<file path="config.mk">
export PLATFORM = sky130hd
export DESIGN_NAME = manchester_encoder_flat
export DESIGN_NICKNAME = d
export VERILOG_FILES = /design/src/rtl/manchester_encoder_pkg.sv /design/src/rtl/manchester_encoder_if.sv /design/src/rtl/manchester_encoder_half_bit_timer.sv /design/src/rtl/manchester_encoder.sv /design/src/flat_wrapper.sv
export SDC_FILE = /design/constraint.sdc
export NUM_CORES = 1
export LEC_CHECK = 0
export ABC_AREA = 1
export ABC_CLOCK_PERIOD_IN_PS = 3400
export CORE_MARGIN = 8
export CORE_UTILIZATION = 58
export CTS_BUF_LIST = sky130_fd_sc_hd__clkbuf_4 sky130_fd_sc_hd__clkbuf_8 sky130_fd_sc_hd__clkbuf_16
export DETAILED_ROUTE_END_ITERATION = 8
export PLACE_DENSITY_LB_ADDON = 0.3
export SLEW_MARGIN = 20
export SYNTH_ARGS = -nofsm -noshare
export SYNTH_HDL_FRONTEND = slang
export SYNTH_SLANG_ARGS = --single-unit
export TNS_END_PERCENT = 10
</file>
<file path="constraint.sdc">
create_clock -name aclk -period 3.4 [get_ports aclk]
set_clock_uncertainty 0.05 [all_clocks]
set_input_delay 0.68 -clock aclk [delete_from_list [all_inputs] [get_ports aclk]]
set_output_delay 0.68 -clock aclk [all_outputs]
set_load 0.01 [all_outputs]
</file>
<file path="src/rtl/manchester_encoder_pkg.sv">
// manchester_pkg: shared constants, encoder state encoding and the
// Manchester symbol helper used by the encoder and its testbench.
package manchester_pkg;

  // Frame framing produced upstream by the preamble inserter.
  localparam logic [7:0] PREAMBLE_PATTERN = 8'hAA;
  localparam logic [7:0] START_WORD       = 8'hD5;
  localparam int         PREAMBLE_TIMES   = 2;

  typedef enum logic [1:0] {
    IDLE  = 2'd0,
    SHIFT = 2'd1,
    EOF   = 2'd2
  } enc_state_e;

  // Line level for one half of a bit symbol.
  // polarity=1 (IEEE): first half ~b, second half b. polarity=0 inverts both.
  function automatic logic man_sym(input logic b, input logic half, input logic polarity);
    logic lvl;
    lvl = half ? b : ~b;
    return polarity ? lvl : ~lvl;
  endfunction

endpackage

</file>
<file path="src/rtl/manchester_encoder_if.sv">
// manchester_axis_if: AXI-stream style byte input to the encoder.
//   tdata/tvalid/tlast : master -> slave
//   tready             : slave  -> master
interface manchester_axis_if #(
  parameter int DATA_WIDTH = 8
) ();
  logic [DATA_WIDTH-1:0] tdata;
  logic                  tvalid;
  logic                  tready;
  logic                  tlast;

  modport master (output tdata, output tvalid, output tlast, input  tready);
  modport slave  (input  tdata, input  tvalid, input  tlast, output tready);
endinterface

</file>
<file path="src/rtl/manchester_encoder_half_bit_timer.sv">
// manchester_half_bit_timer: half-bit / bit position counters for the encoder.
//   aclk, aresetn : clock, synchronous active-low reset
//   clr_i         : synchronous clear of all counters (priority over en_i)
//   en_i          : count enable (encoder in SHIFT)
//   half_tick_o   : last cycle of the current half-bit
//   phase_o       : 0 = first half of the bit, 1 = second half
//   last_bit_o    : current bit is the last bit of the beat
module manchester_half_bit_timer #(
  parameter int HALF_BIT_CYCLES = 4,
  parameter int DATA_WIDTH      = 8
) (
  input  logic aclk,
  input  logic aresetn,
  input  logic clr_i,
  input  logic en_i,
  output logic half_tick_o,
  output logic phase_o,
  output logic last_bit_o
);
  localparam int HCW = (HALF_BIT_CYCLES > 1) ? $clog2(HALF_BIT_CYCLES) : 1;
  localparam int BCW = $clog2(DATA_WIDTH);

  logic [HCW-1:0] half_cnt_q, half_cnt_d;
  logic           phase_q, phase_d;
  logic [BCW-1:0] bit_cnt_q, bit_cnt_d;

  assign half_tick_o = en_i && (half_cnt_q == HCW'(HALF_BIT_CYCLES - 1));
  assign phase_o     = phase_q;
  assign last_bit_o  = (bit_cnt_q == BCW'(DATA_WIDTH - 1));

  // bit_cnt wraps to 0 after the last bit so a gapless reload needs no clear.
  always_comb begin
    half_cnt_d = half_cnt_q;
    phase_d    = phase_q;
    bit_cnt_d  = bit_cnt_q;
    if (clr_i) begin
      half_cnt_d = '0;
      phase_d    = 1'b0;
      bit_cnt_d  = '0;
    end else if (en_i) begin
      if (half_tick_o) begin
        half_cnt_d = '0;
        phase_d    = ~phase_q;
        if (phase_q)
          bit_cnt_d = last_bit_o ? '0 : bit_cnt_q + 1'b1;
      end else begin
        half_cnt_d = half_cnt_q + 1'b1;
      end
    end
  end

  always_ff @(posedge aclk) begin
    if (!aresetn) begin
      half_cnt_q <= '0;
      phase_q    <= 1'b0;
      bit_cnt_q  <= '0;
    end else begin
      half_cnt_q <= half_cnt_d;
      phase_q    <= phase_d;
      bit_cnt_q  <= bit_cnt_d;
    end
  end
endmodule

</file>
<file path="src/rtl/manchester_encoder.sv">
// manchester_encoder: serialises framed bytes into a Manchester line signal.
//   aclk, aresetn : clock, synchronous active-low reset
//   s_axis        : byte input (tdata/tvalid/tlast in, tready out = !hold_valid)
//   tx_out        : registered Manchester line
//   tx_en         : registered, high while a frame's symbols are driven
//   busy          : FSM not idle or a byte is held
//   underrun      : 1-cycle pulse, hold empty at a byte boundary inside a frame
module manchester_encoder
  import manchester_pkg::*;
#(
  parameter int DATA_WIDTH      = 8,
  parameter int HALF_BIT_CYCLES = 4,
  parameter int LSB_FIRST       = 1,
  parameter int IEEE_POLARITY   = 1,
  parameter int IDLE_LEVEL      = 0,
  parameter int EOF_HALF_BITS   = 2
) (
  input  logic              aclk,
  input  logic              aresetn,
  manchester_axis_if.slave  s_axis,
  output logic              tx_out,
  output logic              tx_en,
  output logic              busy,
  output logic              underrun
);
  localparam int   EOF_CYCLES = EOF_HALF_BITS * HALF_BIT_CYCLES;
  localparam int   ECW        = (EOF_CYCLES > 1) ? $clog2(EOF_CYCLES) : 1;
  localparam logic POL        = (IEEE_POLARITY != 0);
  localparam logic IDLE_LVL   = (IDLE_LEVEL != 0);

  enc_state_e            state_q, state_d;
  logic                  hold_valid_q, hold_valid_d;
  logic [DATA_WIDTH-1:0] hold_data_q, hold_data_d;
  logic                  hold_last_q, hold_last_d;
  logic [DATA_WIDTH-1:0] shift_q, shift_d;
  logic                  last_r_q, last_r_d;
  logic [ECW-1:0]        eof_cnt_q, eof_cnt_d;
  logic                  tx_out_q, tx_out_d;
  logic                  tx_en_q, tx_en_d;
  logic                  underrun_q, underrun_d;
  logic                  load;

  logic half_tick, phase, last_bit;
  logic byte_end, eof_done;
  logic cur_bit, nxt_bit, hold_first;

  manchester_half_bit_timer #(
    .HALF_BIT_CYCLES (HALF_BIT_CYCLES),
    .DATA_WIDTH      (DATA_WIDTH)
  ) u_timer (
    .aclk        (aclk),
    .aresetn     (aresetn),
    .clr_i       (state_q != SHIFT),
    .en_i        (state_q == SHIFT),
    .half_tick_o (half_tick),
    .phase_o     (phase),
    .last_bit_o  (last_bit)
  );

  assign byte_end   = half_tick && phase && last_bit;
  assign eof_done   = (eof_cnt_q == ECW'(EOF_CYCLES - 1));
  // The shifter always presents the bit on air at one end; next bit beside it.
  assign cur_bit    = (LSB_FIRST != 0) ? shift_q[0]     : shift_q[DATA_WIDTH-1];
  assign nxt_bit    = (LSB_FIRST != 0) ? shift_q[1]     : shift_q[DATA_WIDTH-2];
  assign hold_first = (LSB_FIRST != 0) ? hold_data_q[0] : hold_data_q[DATA_WIDTH-1];

  assign s_axis.tready = !hold_valid_q;
  assign busy          = (state_q != IDLE) || hold_valid_q;
  assign tx_out        = tx_out_q;
  assign tx_en         = tx_en_q;
  assign underrun      = underrun_q;

  // State register plus the datapath registers it steers.
  always_ff @(posedge aclk) begin
    if (!aresetn) begin
      state_q      <= IDLE;
      hold_valid_q <= 1'b0;
      hold_data_q  <= '0;
      hold_last_q  <= 1'b0;
      shift_q      <= '0;
      last_r_q     <= 1'b0;
      eof_cnt_q    <= '0;
      tx_out_q     <= IDLE_LVL;
      tx_en_q      <= 1'b0;
      underrun_q   <= 1'b0;
    end else begin
      state_q      <= state_d;
      hold_valid_q <= hold_valid_d;
      hold_data_q  <= hold_data_d;
      hold_last_q  <= hold_last_d;
      shift_q      <= shift_d;
      last_r_q     <= last_r_d;
      eof_cnt_q    <= eof_cnt_d;
      tx_out_q     <= tx_out_d;
      tx_en_q      <= tx_en_d;
      underrun_q   <= underrun_d;
    end
  end

  // Next state. A byte already held when EOF expires starts straight away, so
  // the inter-frame gap is exactly EOF_CYCLES rather than EOF_CYCLES+1.
  always_comb begin
    state_d = state_q;
    case (state_q)
      IDLE:    if (hold_valid_q) state_d = SHIFT;
      SHIFT:   if (byte_end)     state_d = (!last_r_q && hold_valid_q) ? SHIFT : EOF;
      EOF:     if (eof_done)     state_d = hold_valid_q ? SHIFT : IDLE;
      default:                   state_d = IDLE;
    endcase
  end

  // Outputs and datapath. Next line level is decided at each half_tick so the
  // registered tx_out only moves on half-bit boundaries.
  always_comb begin
    load       = 1'b0;
    shift_d    = shift_q;
    last_r_d   = last_r_q;
    eof_cnt_d  = '0;
    tx_out_d   = tx_out_q;
    tx_en_d    = tx_en_q;
    underrun_d = 1'b0;
    case (state_q)
      IDLE: begin
        if (hold_valid_q) begin
          load     = 1'b1;
          tx_en_d  = 1'b1;
          tx_out_d = man_sym(hold_first, 1'b0, POL);
        end
      end
      SHIFT: begin
        if (half_tick) begin
          if (!phase) begin
            tx_out_d = man_sym(cur_bit, 1'b1, POL);
          end else if (!last_bit) begin
            shift_d  = (LSB_FIRST != 0) ? (shift_q >> 1) : (shift_q << 1);
            tx_out_d = man_sym(nxt_bit, 1'b0, POL);
          end else if (last_r_q) begin
            tx_en_d  = 1'b0;
            tx_out_d = IDLE_LVL;
          end else if (hold_valid_q) begin
            load     = 1'b1;
            tx_out_d = man_sym(hold_first, 1'b0, POL);
          end else begin
            // Mid-frame starvation: abort the frame on the line.
            underrun_d = 1'b1;
            tx_en_d    = 1'b0;
            tx_out_d   = IDLE_LVL;
          end
        end
      end
      EOF: begin
        eof_cnt_d = eof_cnt_q + 1'b1;
        if (eof_done) begin
          eof_cnt_d = '0;
          if (hold_valid_q) begin
            load     = 1'b1;
            tx_en_d  = 1'b1;
            tx_out_d = man_sym(hold_first, 1'b0, POL);
          end
        end
      end
      default: ;
    endcase
    if (load) begin
      shift_d  = hold_data_q;
      last_r_d = hold_last_q;
    end
  end

  // Hold register: tready=!hold_valid, so a write and a move never coincide.
  always_comb begin
    hold_valid_d = hold_valid_q;
    hold_data_d  = hold_data_q;
    hold_last_d  = hold_last_q;
    if (load) begin
      hold_valid_d = 1'b0;
    end else if (s_axis.tvalid && !hold_valid_q) begin
      hold_valid_d = 1'b1;
      hold_data_d  = s_axis.tdata;
      hold_last_d  = s_axis.tlast;
    end
  end
endmodule

</file>
<file path="src/flat_wrapper.sv">
// flat-port wrapper written by rule: the top's interface ports become plain ports
module manchester_encoder_flat import manchester_pkg::*;
#(
  parameter int DATA_WIDTH      = 8,
  parameter int HALF_BIT_CYCLES = 4,
  parameter int LSB_FIRST       = 1,
  parameter int IEEE_POLARITY   = 1,
  parameter int IDLE_LEVEL      = 0,
  parameter int EOF_HALF_BITS   = 2
)
  (aclk, aresetn, tx_out, tx_en, busy, underrun, s_axis_tdata, s_axis_tvalid, s_axis_tlast, s_axis_tready);
  manchester_axis_if #(.DATA_WIDTH(DATA_WIDTH)) s_axis_i ();
  input  logic aclk;
  input  logic aresetn;
  output logic tx_out;
  output logic tx_en;
  output logic busy;
  output logic underrun;
  input wire logic [$bits(s_axis_i.tdata)-1:0] s_axis_tdata;
  input wire logic [$bits(s_axis_i.tvalid)-1:0] s_axis_tvalid;
  input wire logic [$bits(s_axis_i.tlast)-1:0] s_axis_tlast;
  output wire logic [$bits(s_axis_i.tready)-1:0] s_axis_tready;
  assign s_axis_i.tdata = s_axis_tdata;
  assign s_axis_i.tvalid = s_axis_tvalid;
  assign s_axis_i.tlast = s_axis_tlast;
  assign s_axis_tready = s_axis_i.tready;
  manchester_encoder #(.DATA_WIDTH(DATA_WIDTH), .HALF_BIT_CYCLES(HALF_BIT_CYCLES), .LSB_FIRST(LSB_FIRST), .IEEE_POLARITY(IEEE_POLARITY), .IDLE_LEVEL(IDLE_LEVEL), .EOF_HALF_BITS(EOF_HALF_BITS)) u_core (.aclk(aclk), .aresetn(aresetn), .s_axis(s_axis_i), .tx_out(tx_out), .tx_en(tx_en), .busy(busy), .underrun(underrun));
endmodule
</file>
# Word-level counts from Yosys, hierarchy flattened
# Index checks and enable logic that the tools add are counted.
[totals]
register_bits = 33
latch_bits = 0
ram_bits = 0
rom_bits = 0
output_inout_bits = 5
elab_cells = 101
n_memories = 0
[op_classes]
n_addsub = 3
multipliers = 0
n_div = 0
order_cmp = 0
n_eq_ne = 14
n_shift = 0
mux = 37
n_bitwise = 9
reduce_logical = 25
[ops]
columns = ["op", "n"]
rows = [
  ["8-bit 2-to-1 mux", 5],
  ["1-bit 2-to-1 mux", 22],
  ["2-bit by 1-bit != test with 1-bit output, second input constant", 8],
  ["2-bit 2-to-1 mux", 5],
  ["1-bit inverter", 9],
  ["1-bit one-hot mux with 3 select lines", 3],
  ["3-bit AND reduction", 3],
  ["2-bit nonzero test", 4],
  ["3-bit by 1-bit adder with 3-bit output, second input constant", 2],
  ["3-bit equality test, second input constant", 2],
  ["2-bit one-hot mux with 3 select lines", 1],
  ["6-bit AND reduction", 1],
  ["6-bit OR reduction", 1],
  ["1-bit logical AND", 5],
  ["2-bit equality test, second input constant", 2],
  ["2-bit AND reduction", 2],
  ["4-bit AND reduction", 1],
  ["2-bit OR reduction", 2],
  ["3-bit 2-to-1 mux", 1],
  ["3-bit != test, second input constant", 1],
  ["3-bit nonzero test", 1],
  ["3-bit OR reduction", 1],
  ["2-bit by 1-bit adder with 2-bit output, second input constant", 1],
  ["2-bit by 1-bit equality test with 1-bit output, second input constant", 1],
  ["3 further kinds", 4],
]

# Logic depth before layout (Yosys ltp)
# Gate-level depths: netlist of run 1.
[logic_depth]
word_depth = 8
ltp_mapped = 11
depth_no_buf = 11

# Hierarchy
# From an unflattened synthesis of run 1, not the netlist that was laid out.
[hier_totals]
cells_unflattened = 209
hier_area_um2 = 1586.5
[by_module_without_submodules]
columns = ["mod", "instances", "cells_each", "area_each_um2", "seq_area_each_um2"]
rows = [
  ["manchester_encoder", 1, 167, 1268.7, 540.5],
  ["manchester_half_bit_timer", 1, 42, 317.8, 120.1],
]

# Least setup slack after synthesis of run 1
# No wires, ideal clock.
[synth_path]
path_type = "flip-flop to flip-flop"
from = "register u_core.u_timer.bit_cnt_q[0]"
to = "register u_core.shift_q[4]"
setup_ns = 0.056
arrival_ns = 1.406
t_required_ns = 3.294
slack_ns = 1.888
stages_incl_launch_ff = 10
path_buffers = 0
path_cell_list = "dfxtp_1 -> ha_1 -> ha_1 -> inv_1 -> nand3_1 -> nor2_1 -> nand4_1 -> nand3_1 -> nand2_1 -> inv_1"
[synth_via]
elab_chain_len = 7
[synth_lines]
columns = ["item", "line_no", "text"]
rows = [
  ["start: declaration", "manchester_encoder_half_bit_timer.sv:25", "logic [BCW-1:0] bit_cnt_q, bit_cnt_d;"],
  ["start signal: assignment", "manchester_encoder_half_bit_timer.sv:60", "bit_cnt_q <= bit_cnt_d;"],
  ["3-bit equality test *", "manchester_encoder_half_bit_timer.sv:29", "assign last_bit_o = (bit_cnt_q == BCW'(DATA_WIDTH - 1));"],
  ["1-bit 2-to-1 mux", "manchester_encoder.sv:134", "end else if (!last_bit) begin"],
  ["1-bit 2-to-1 mux", "manchester_encoder.sv:132", "if (!phase) begin"],
  ["1-bit 2-to-1 mux", "manchester_encoder.sv:131", "if (half_tick) begin"],
  ["1-bit one-hot mux with 3 select lines", "manchester_encoder.sv:122", "case (state_q)"],
  ["2-bit by 1-bit != test with 1-bit output (no source line) or 2-bit nonzero test (tied branches)", "-", ""],
  ["4-bit AND reduction (no source line)", "-", ""],
  ["end signal: assignment", "manchester_encoder.sv:91", "shift_q <= shift_d;"],
  ["end: declaration", "manchester_encoder.sv:35", "logic [DATA_WIDTH-1:0] shift_q, shift_d;"],
]
# Every way passes the cells marked *; elsewhere a longest branch is shown, timed or not.
# A chain may end at the register's enable or synchronous reset.

# Final worst setup path of run 1
[layout_path]
from = "register u_core.hold_valid_q"
to = "output port busy"
[layout_via]
elab_chain_len = 1
[layout_lines]
columns = ["item", "line_no", "text"]
rows = [
  ["start: declaration", "manchester_encoder.sv:32", "logic hold_valid_q, hold_valid_d;"],
  ["start signal: assignment", "manchester_encoder.sv:88", "hold_valid_q <= hold_valid_d;"],
  ["1-bit logical OR", "manchester_encoder.sv:68", "assign busy = (state_q != IDLE) || hold_valid_q;"],
  ["end: declaration", "flat_wrapper.sv:17", "output logic busy;"],
]
# No other way between the ends.

==> metrics, run 1 <==
status=complete, no violations; placed insts=239; GRT Total Usage=0.156; Rows=18; Layout area overhead=17.0%; setup bufs post-CTS=0; latest clock arrival within the worst-skew pair=0.34 ns; Crit-path slowest cell=clkdlybuf4s50_1; Nets=233; Synth Cell Area=1440 um^2; final worst-path cycle share=0.690; vias=1305; initial antenna violation count=0; Worst-path clk slew=0.10 ns; min Tclk post-route=2.34 ns; PwrDens=482 nW/um^2; ant diodes=0; port buffer count=16; CTS tree=built; Pre-antenna DRT Iters=4; Synth area leaders=dfxtp_1, nor2_1, nand2_1, inv_1, ha_1; Routed WL=3000 um; die area=4330 um^2; post-synthesis cell count=197; syn_nets=214; Placeable Area=2410 um^2; synth unique cells=23; arrival time of the worst setup path=1.61 ns; multi-input combinational cell area=653 um^2; DIE WIDTH=65.8 um; RSZ-0062 raised after global routing=false; area leader, netlist=dfxtp_1; number of global-route vias before repair=1300; first-pass GRT wire length=5350 um; share of cells above drive strength 1=0.0876; Worst Setup Start Kind=register; HPWL Detailed=2240 um; Worst IR Drop VDD=0.000353 V; Max-Cap Viols=0; CTS buffer count=5; Crit. End Element=output port; Slew HR=0.546; Hold WC Path Type=register to register; Register Area=661 um^2; FF+latch count, synth=33; # IOs=17; CP Max Fanout=5; Post-Syn Area per Cell=7.30 um^2; Leakage=0.754 nW; htree depth=2; Placer Congestion=0.836; Final Hold Viols=0; commonest non-fill, non-tap cell in the layout=nor2_1; Yosys warning total=0; critical path cell sequence=inv_1, nand3_1, clkdlybuf4s50_1; First DRT Iteration DRCs=99; Least-Margin Pin Slew=0.678 ns; DRC Markers=0; GRT Residual Overflow=0; Root Driver=clkbuf_4; Final Slew Violations=0; critical path type=register to output port; CP top delay family=buffers and inverters; Initial Util=0.597; Vert. Die Dim=65.8 um; Setup TNS=0 ns; Filler cells=213; R2R depth=9; CTS resizes=0; largest net degree at the start of global routing=22; Req. time, crit path=2.67 ns; Highest Clock Rate=427 MHz; worst path bufs/invs=2; CTS sink count=33; wire per inst=12.1 um; CTS max path bufs=2; commonest cells after routing, fill and taps aside=nor2_1, nand2_1, dfxtp_1; via-per-instance ratio=5.28; critical path depth=3; hold depth=1; Yosys top cell area share=0.459; hold_buf cts=0; fin util=0.698; register area share after synthesis=0.459; fin cells=247; CP max stage delay=0.56 ns; Setup violations, final=0; Post-DRT Antenna Nets=0
routing by layer:
| layer | wire length (um) | up-vias | GRT usage | part of all wire |
|---|---|---|---|---|
| met4 | 55 | 0 | 0.0790 | 0.018 |
| li1 | - | 661 | - | - |
| met3 | 160 | 8 | 0.0593 | 0.053 |
| met5 | 0 | - | 0 | 0 |
| met2 | 1480 | 32 | 0.256 | 0.49 |
| met1 | 1300 | 604 | 0.172 | 0.43 |
power by group:
part | switching [mW] | internal, mW | total [mW]
clock network | 0.134 | 0.120 | 0.254
registers | 0.0166 | 0.413 | 0.429
logic | 0.0757 | 0.0531 | 0.129
total | 0.226 | 0.585 | 0.812
state kept, by name, indices dropped and copies added, names as in the netlist:
signal / count
u_core.hold_data_q: 8
u_core.shift_q: 8
u_core.eof_cnt_q: 3
u_core.u_timer.bit_cnt_q: 3
u_core.state_q: 2
u_core.u_timer.half_cnt_q: 2
u_core.hold_last_q: 1
u_core.hold_valid_q: 1
u_core.last_r_q: 1
u_core.tx_en: 1
u_core.tx_out: 1
u_core.u_timer.phase_o: 1
u_core.underrun: 1
final timing paths:
kind                                                   from             endpoint  slack [ns]
worst max-delay path                    u_core.hold_valid_q                 busy        1.06
worst min register to register          u_core.eof_cnt_q[0]  u_core.eof_cnt_q[0]        0.38
worst max register to register  u_core.u_timer.bit_cnt_q[0]      u_core.last_r_q        1.52
worst min-delay path                    u_core.eof_cnt_q[0]  u_core.eof_cnt_q[0]        0.38
metrics by stage:
step	total power [mW]	instance area, um^2	hold WS [ns]	setup WS, ns
after floorplan	0.520	1440	0.347	1.89
after global placement	0.560	1610	0.358	1.20
after detailed placement	0.567	1610	0.370	1.14
after CTS	0.819	1680	0.385	1.07
after global routing	0.860	1680	0.411	0.939
final	0.812	1680	0.380	1.06
worst reg2reg max path, delay by kind of cell, from the launching register on:
family | cells | cell delay, ns
AND/OR/NAND/NOR | 4 | 0.57
flip-flops | 1 | 0.37
AO/OA/AOI/OAI | 2 | 0.23
buffers and inverters | 1 | 0.17
adder cells (fa/ha/maj) | 2 | 0.39
synthesized netlist by cell type:
cell	n
nand3_2	2
nor2_4	1
a21oi_1	8
o21ai_0	12
clkbuf_1	2
o21ai_1	3
nand3_1	9
dfxtp_1	33
nor2_1	38
nand4_1	7
nand2_4	1
ha_1	5
buf_6	1
nor3b_1	1
a211oi_1	1
nor4_1	1
inv_1	25
nor2_2	3
nand2_1	37
buf_2	1
inv_2	2
nor3_1	2
nand2_2	2
logic make-up (layout without fill, tap and decap cells):
logic type	Yosys count	in the layout	share of synthesized area
and+or+nand+nor	104	104	0.325
adders and majority gates	5	5	0.0435
DFF	33	33	0.459
buffers and inverters	31	51	0.0870
AOI/OAI and AO/OA	24	24	0.0852
final cells by class:
class / count / area share
Sequential cell: 33 / 0.393
Multi-Input combinational cell: 133 / 0.388
Timing Repair Buffer: 16 / 0.0952
Inverter: 27 / 0.0602
Clock buffer: 7 / 0.0387
Tap cell: 30 / 0.0223
Clock inverter: 1 / 0.00297
Power figures use the tool's default switching activity.
==> inputs of run 2 (changes only) <==
ABC_CLOCK_PERIOD_IN_PS = 1950   (was 3400)
CORE_UTILIZATION = 49   (was 58)
clock period = 1.95 ns   (was 3.4 ns; I/O delays follow)
==> run 2 against run 1 <==
Net effect: utilization down 8.0 points; first-iteration DRC count down 16%; non-clock buffer count increased by 1; register-to-register slack worse by 1.4 ns; via count down 1.9%; cell count grew 0.81%; worst hold slack gained 0.0016 ns; critical path type unchanged; sequential power is 75% higher; total power up 86%; sequential share of layout area is 0.71 points lower.
==> metrics, run 2 (synthesis gave the netlist of run 1 again) <==
status=complete, no violations; DRC Markers=0 (unchanged); post-placement cell area=1620 um^2 (+0.54%); Setup violations, final=0 (unchanged); CTS max path bufs=2 (unchanged); # IOs=17 (unchanged); Crit-path slowest cell=clkdlybuf4s50_1; hold_buf cts=0 (unchanged); Root Driver=clkbuf_4; Initial Util=0.517 (-0.0798); arrival time of the worst setup path=1.38 ns (-0.23 ns); via-per-instance ratio=5.14 (-2.7%); GRT Total Usage=0.133 (-0.0233); Nets=234 (+0.43%); Rows=19 (+1); Worst-path clk slew=0.10 ns (about the same); Post-DRT Antenna Nets=0 (unchanged); Final Instance Area=1720 um^2 (+2.2%); setup bufs post-CTS=0 (unchanged); Crit. End Element=output port; share of cells above drive strength 1=0.101 (+0.0134); DIE WIDTH=70.2 um (+6.7%); Pre-antenna DRT Iters=4 (unchanged); htree depth=2 (unchanged); vias=1280 (-1.9%); PwrDens=879 nW/um^2 (+82%); Final Slew Violations=0 (unchanged); Worst Setup Start Kind=register; CTS sink count=33 (unchanged); CTS buffer count=5 (unchanged); latest clock arrival within the worst-skew pair=0.33 ns (about the same); ant diodes=0 (unchanged); die area=4930 um^2 (+14%); Highest Clock Rate=550 MHz; Filler cells=250 (+17%); final worst-path cycle share=0.933; GRT Residual Overflow=0 (unchanged); critical path type=register to output port; First DRT Iteration DRCs=83 (-16%); Layout area overhead=19.6%; wire per inst=12.3 um (+1.0%); CTS tree=built; Least-Margin Pin Slew=0.453 ns (-0.225 ns); commonest cells after routing, fill and taps aside=nor2_1, nand2_1, dfxtp_1; Slew HR=0.697 (+0.150); Req. time, crit path=1.51 ns (-1.16 ns); total power=1.51 mW (+86%); Vert. Die Dim=70.2 um (+6.7%); min Tclk post-route=1.82 ns; Placeable Area=2780 um^2 (+15%); Placer Congestion=0.824 (-1.5%); HPWL Detailed=2350 um (+5.0%); Hold WC Path Type=register to register; Largest regs=u_core.hold_data_q: 8 flops, u_core.shift_q: 8 flops; critical path cell sequence=inv_1, clkdlybuf4s50_1; CP Max Fanout=5 (unchanged); initial antenna violation count=0 (unchanged); Final Hold Viols=0 (unchanged); Worst IR Drop VDD=0.000793 V (+120%); Max-Cap Viols=0 (unchanged); largest net degree at the start of global routing=20 (-9.1%); CP max stage delay=0.56 ns (about the same); commonest non-fill, non-tap cell in the layout=nor2_1; port buffer count=16 (unchanged); number of global-route vias before repair=1270 (-2.3%); Routed WL=3060 um (+1.9%); Leakage=0.780 nW (+3.4%); first-pass GRT wire length=5320 um (-0.65%)
-- run 2: per-stage QoR --
stage / worst slack (ns) / std cells / util / setup TNS [ns] / hold slack, ns
finish: 0.132 / 249 / 0.619 / 0 / 0.382
global route: -0.00696 / 249 / 0.619 / -0.00696 / 0.406
CTS: 0.000947 / 249 / 0.616 / 0 / 0.381
detailed placement: 0.162 / 241 / 0.583 / 0 / 0.365
global placement: 0.282 / 241 / 0.583 / 0 / 0.357
floorplan: 0.438 / 197 / - / 0 / 0.347
-- run 2: final cells by class --
type	count	area, um^2	share of cell area
Clock buffer	7	58.8	0.0342
Inverter	27	101	0.0589
Sequential cell	33	663	0.385
Timing Repair Buffer	17	170	0.0989
Clock inverter	1	30.0	0.0175
Multi-Input combinational cell	133	658	0.383
Tap cell	31	38.8	0.0225
-- run 2: timing repair --
action	in CTS	in global routing
resized for setup	2	2
gates cloned	0	0
setup endpoints to repair	1	2
-- run 2: path summary, 6_finish.rpt --
check / to / slack (ns) / depth (start not counted) / startpoint
max: s_axis_tready / 0.13 / 2 / u_core.hold_valid_q
min: u_core.eof_cnt_q[0] / 0.38 / 1 / u_core.eof_cnt_q[0]
max reg2reg: u_core.shift_q[5] / 0.15 / 9 / u_core.u_timer.bit_cnt_q[0]
min reg2reg: u_core.eof_cnt_q[0] / 0.38 / 1 / u_core.eof_cnt_q[0]
-- run 2: per-layer routing --
metal | up-vias | track usage | routed length (um) | share of wire
li1 | 668 | - | - | -
met1 | 572 | 0.140 | 1330 | 0.43
met2 | 34 | 0.214 | 1500 | 0.49
met3 | 6 | 0.0579 | 182 | 0.060
met4 | 0 | 0.0804 | 48 | 0.016
met5 | - | 0 | 0 | 0
-- run 2: worst max-delay path: cells and delay by family, from the launching register on --
kind	cells	cell delay [ns]
DFF	1	0.36
buffers and inverters	2	0.69
-- run 2: power breakdown --
group | switching, mW | internal, mW | leakage [nW]
sequential | 0.0296 | 0.720 | 0.270
clock | 0.217 | 0.320 | 0.0489
combinational | 0.131 | 0.0939 | 0.461
==> inputs of run 3 (changes only) <==
PLACE_DENSITY = 0.79   (was unset)
PLACE_DENSITY_LB_ADDON = unset   (was 0.3)
==> run 3 against run 2 <==
Net effect: die area did not move; flip-flop and latch count unchanged; design area fell by 0.80%; non-clock buffer count is 1 higher; worst setup slack worse by 0.0030 ns; sequential power is essentially flat; largest cell class unchanged; largest power group unchanged.
==> metrics, run 3 (synthesis gave the netlist of run 1 again) <==
Root Driver=clkbuf_4; Worst IR Drop VDD=0.000759 V (-4.3%); Worst Setup Start Kind=register; Post-DRT Antenna Nets=0 (unchanged); Req. time, crit path=1.51 ns (about the same); CP max stage delay=0.56 ns (about the same); Rows=19 (unchanged); vias=1246 (-2.7%); met1 wire length=1390 um (+4.5%); Pre-antenna DRT Iters=5 (+1); Nets=235 (+0.43%); critical path type=register to output port; htree depth=2 (unchanged); status=complete, no violations; port buffer count=16 (unchanged); First DRT Iteration DRCs=47 (-43%); CP top delay family=buffers and inverters; Setup crit start=u_core.hold_valid_q; largest net degree at the start of global routing=19 (-5.0%); Setup violations, final=0 (unchanged); Filler cells=276 (+10%); Vert. Die Dim=70.2 um (unchanged); first-pass GRT wire length=4990 um (-6.2%); Worst-path clk slew=0.10 ns (about the same); CP Capture Point=s_axis_tready; R2R depth=9 (unchanged); worst slack, placed=0.165 ns (+0.00343 ns); CTS buffer count=5 (unchanged); Setup TNS=0 ns (unchanged); share of cells above drive strength 1=0.101 (unchanged); wire per inst=11.2 um (-9.2%); ant diodes=0 (unchanged); critical path depth=2 (unchanged); worst setup margin=0.129 ns (-0.00298 ns); total power=1.46 mW (-3.7%); RSZ-0062 raised after global routing=false; final worst-path cycle share=0.934 (+0.00153); top sig layer=met4; # IOs=17 (unchanged); Max-Cap Viols=0 (unchanged); final hold slack=0.382 ns (+0.000453 ns); DRC Markers=0 (unchanged); GRT Residual Overflow=0 (unchanged); worst path bufs/invs=2 (unchanged); HPWL Detailed=2090 um (-11%); Layout area overhead=18.6%; via-per-instance ratio=5.00 (-2.7%); Final Hold Viols=0 (unchanged); CTS max path bufs=2 (unchanged); Placeable Area=2780 um^2 (unchanged); Least-Margin Pin Slew=0.419 ns (-0.0343 ns); Initial Util=0.517 (unchanged); Hold WC Path Type=register to register; CP Max Fanout=5 (unchanged); commonest non-fill, non-tap cell in the layout=nor2_1; initial antenna violation count=0 (unchanged); Final Slew Violations=0 (unchanged); PwrDens=854 nW/um^2 (-2.9%); DIE WIDTH=70.2 um (unchanged); CTS tree=built; R2R Setup Slk=0.14 ns (about the same); CTS sink count=33 (unchanged); placed insts=242 (+0.41%); Crit-path slowest cell=clkdlybuf4s50_1; Crit. End Element=output port; number of global-route vias before repair=1141 (-10%); Placer Congestion=0.817 (-0.86%); commonest cells after routing, fill and taps aside=nor2_1, nand2_1, dfxtp_1; GRT Total Usage=0.123 (-0.00975); Leakage=0.775 nW (-0.56%); Highest Clock Rate=549 MHz (-0.16%); hold_buf cts=0 (unchanged); arrival time of the worst setup path=1.38 ns (about the same); Critical R2R Launch=u_core.u_timer.bit_cnt_q[0]; Slew HR=0.720 (+0.0230); fin cells=249 (unchanged); Routed WL=2780 um (-9.2%); wire length on met2=1210 um (-19%); RR Endpoint=u_core.last_r_q; metal3 WL=114 um (-37%); latest clock arrival within the worst-skew pair=0.34 ns (about the same); Largest regs=u_core.hold_data_q: 8 flops, u_core.shift_q: 8 flops; min Tclk post-route=1.82 ns (+0.00298 ns); die area=4930 um^2 (unchanged); critical path cell sequence=inv_1, clkdlybuf4s50_1
-- run 3: cell count changes in the layout (fill, tap and decap cells not counted), sizes merged --
cell	change
buf	+1
clkbuf	-2
clkinv	+1
-- run 3: layer usage --
metal  global-route usage  up-vias
met5                    0        -
met3               0.0565        8
met1                0.153      547
met4               0.0446        0
met2                0.182       26
li1                     -      665
-- run 3: worst min path at each step --
stage	start	end	cells past startpoint
finish	u_core.eof_cnt_q[0]	u_core.eof_cnt_q[0]	1
global route	u_core.eof_cnt_q[0]	u_core.eof_cnt_q[0]	1
CTS	u_core.u_timer.half_cnt_q[0]	u_core.u_timer.half_cnt_q[0]	1
detailed placement	u_core.last_r_q	u_core.underrun	1
global placement	u_core.eof_cnt_q[0]	u_core.eof_cnt_q[0]	1
floorplan	u_core.last_r_q	u_core.underrun	1
-- run 3: final cells by class --
type,count,area (um^2),area share
inverters,27,101,0.0594
well taps,31,38.8,0.0227
multi-input cells,133,653,0.383
clock buffers,5,37.5,0.0220
repair buffers,18,178,0.104
clock inverters,2,35.0,0.0205
flip-flops and latches,33,663,0.389
-- run 3: through the flow --
stage               utilization  cell area (um^2)
global placement          0.586              1630
global route              0.614              1710
finish                    0.614              1710
detailed placement        0.586              1630
CTS                       0.612              1700
floorplan                     -              1440
-- run 3: power by group --
part / internal, mW / switching, mW
clock network: 0.261 / 0.224
registers: 0.720 / 0.0273
logic: 0.0961 / 0.128
-- run 3: timing repair --
item,4_1_cts,5_1_grt
setup buffers,0,0
endpoints found under the setup margin,1,1
resized for setup,1,2
hold endpoints to repair,0,0
-- run 3: worst reg2reg max path, delay by kind of cell (launching register included) --
kind                     cells  cell delay [ns]
adder cells (fa/ha/maj)      2             0.35
AO/OA/AOI/OAI                2             0.25
buffers and inverters        1             0.15
flip-flops                   1             0.36
AND/OR/NAND/NOR              4             0.55
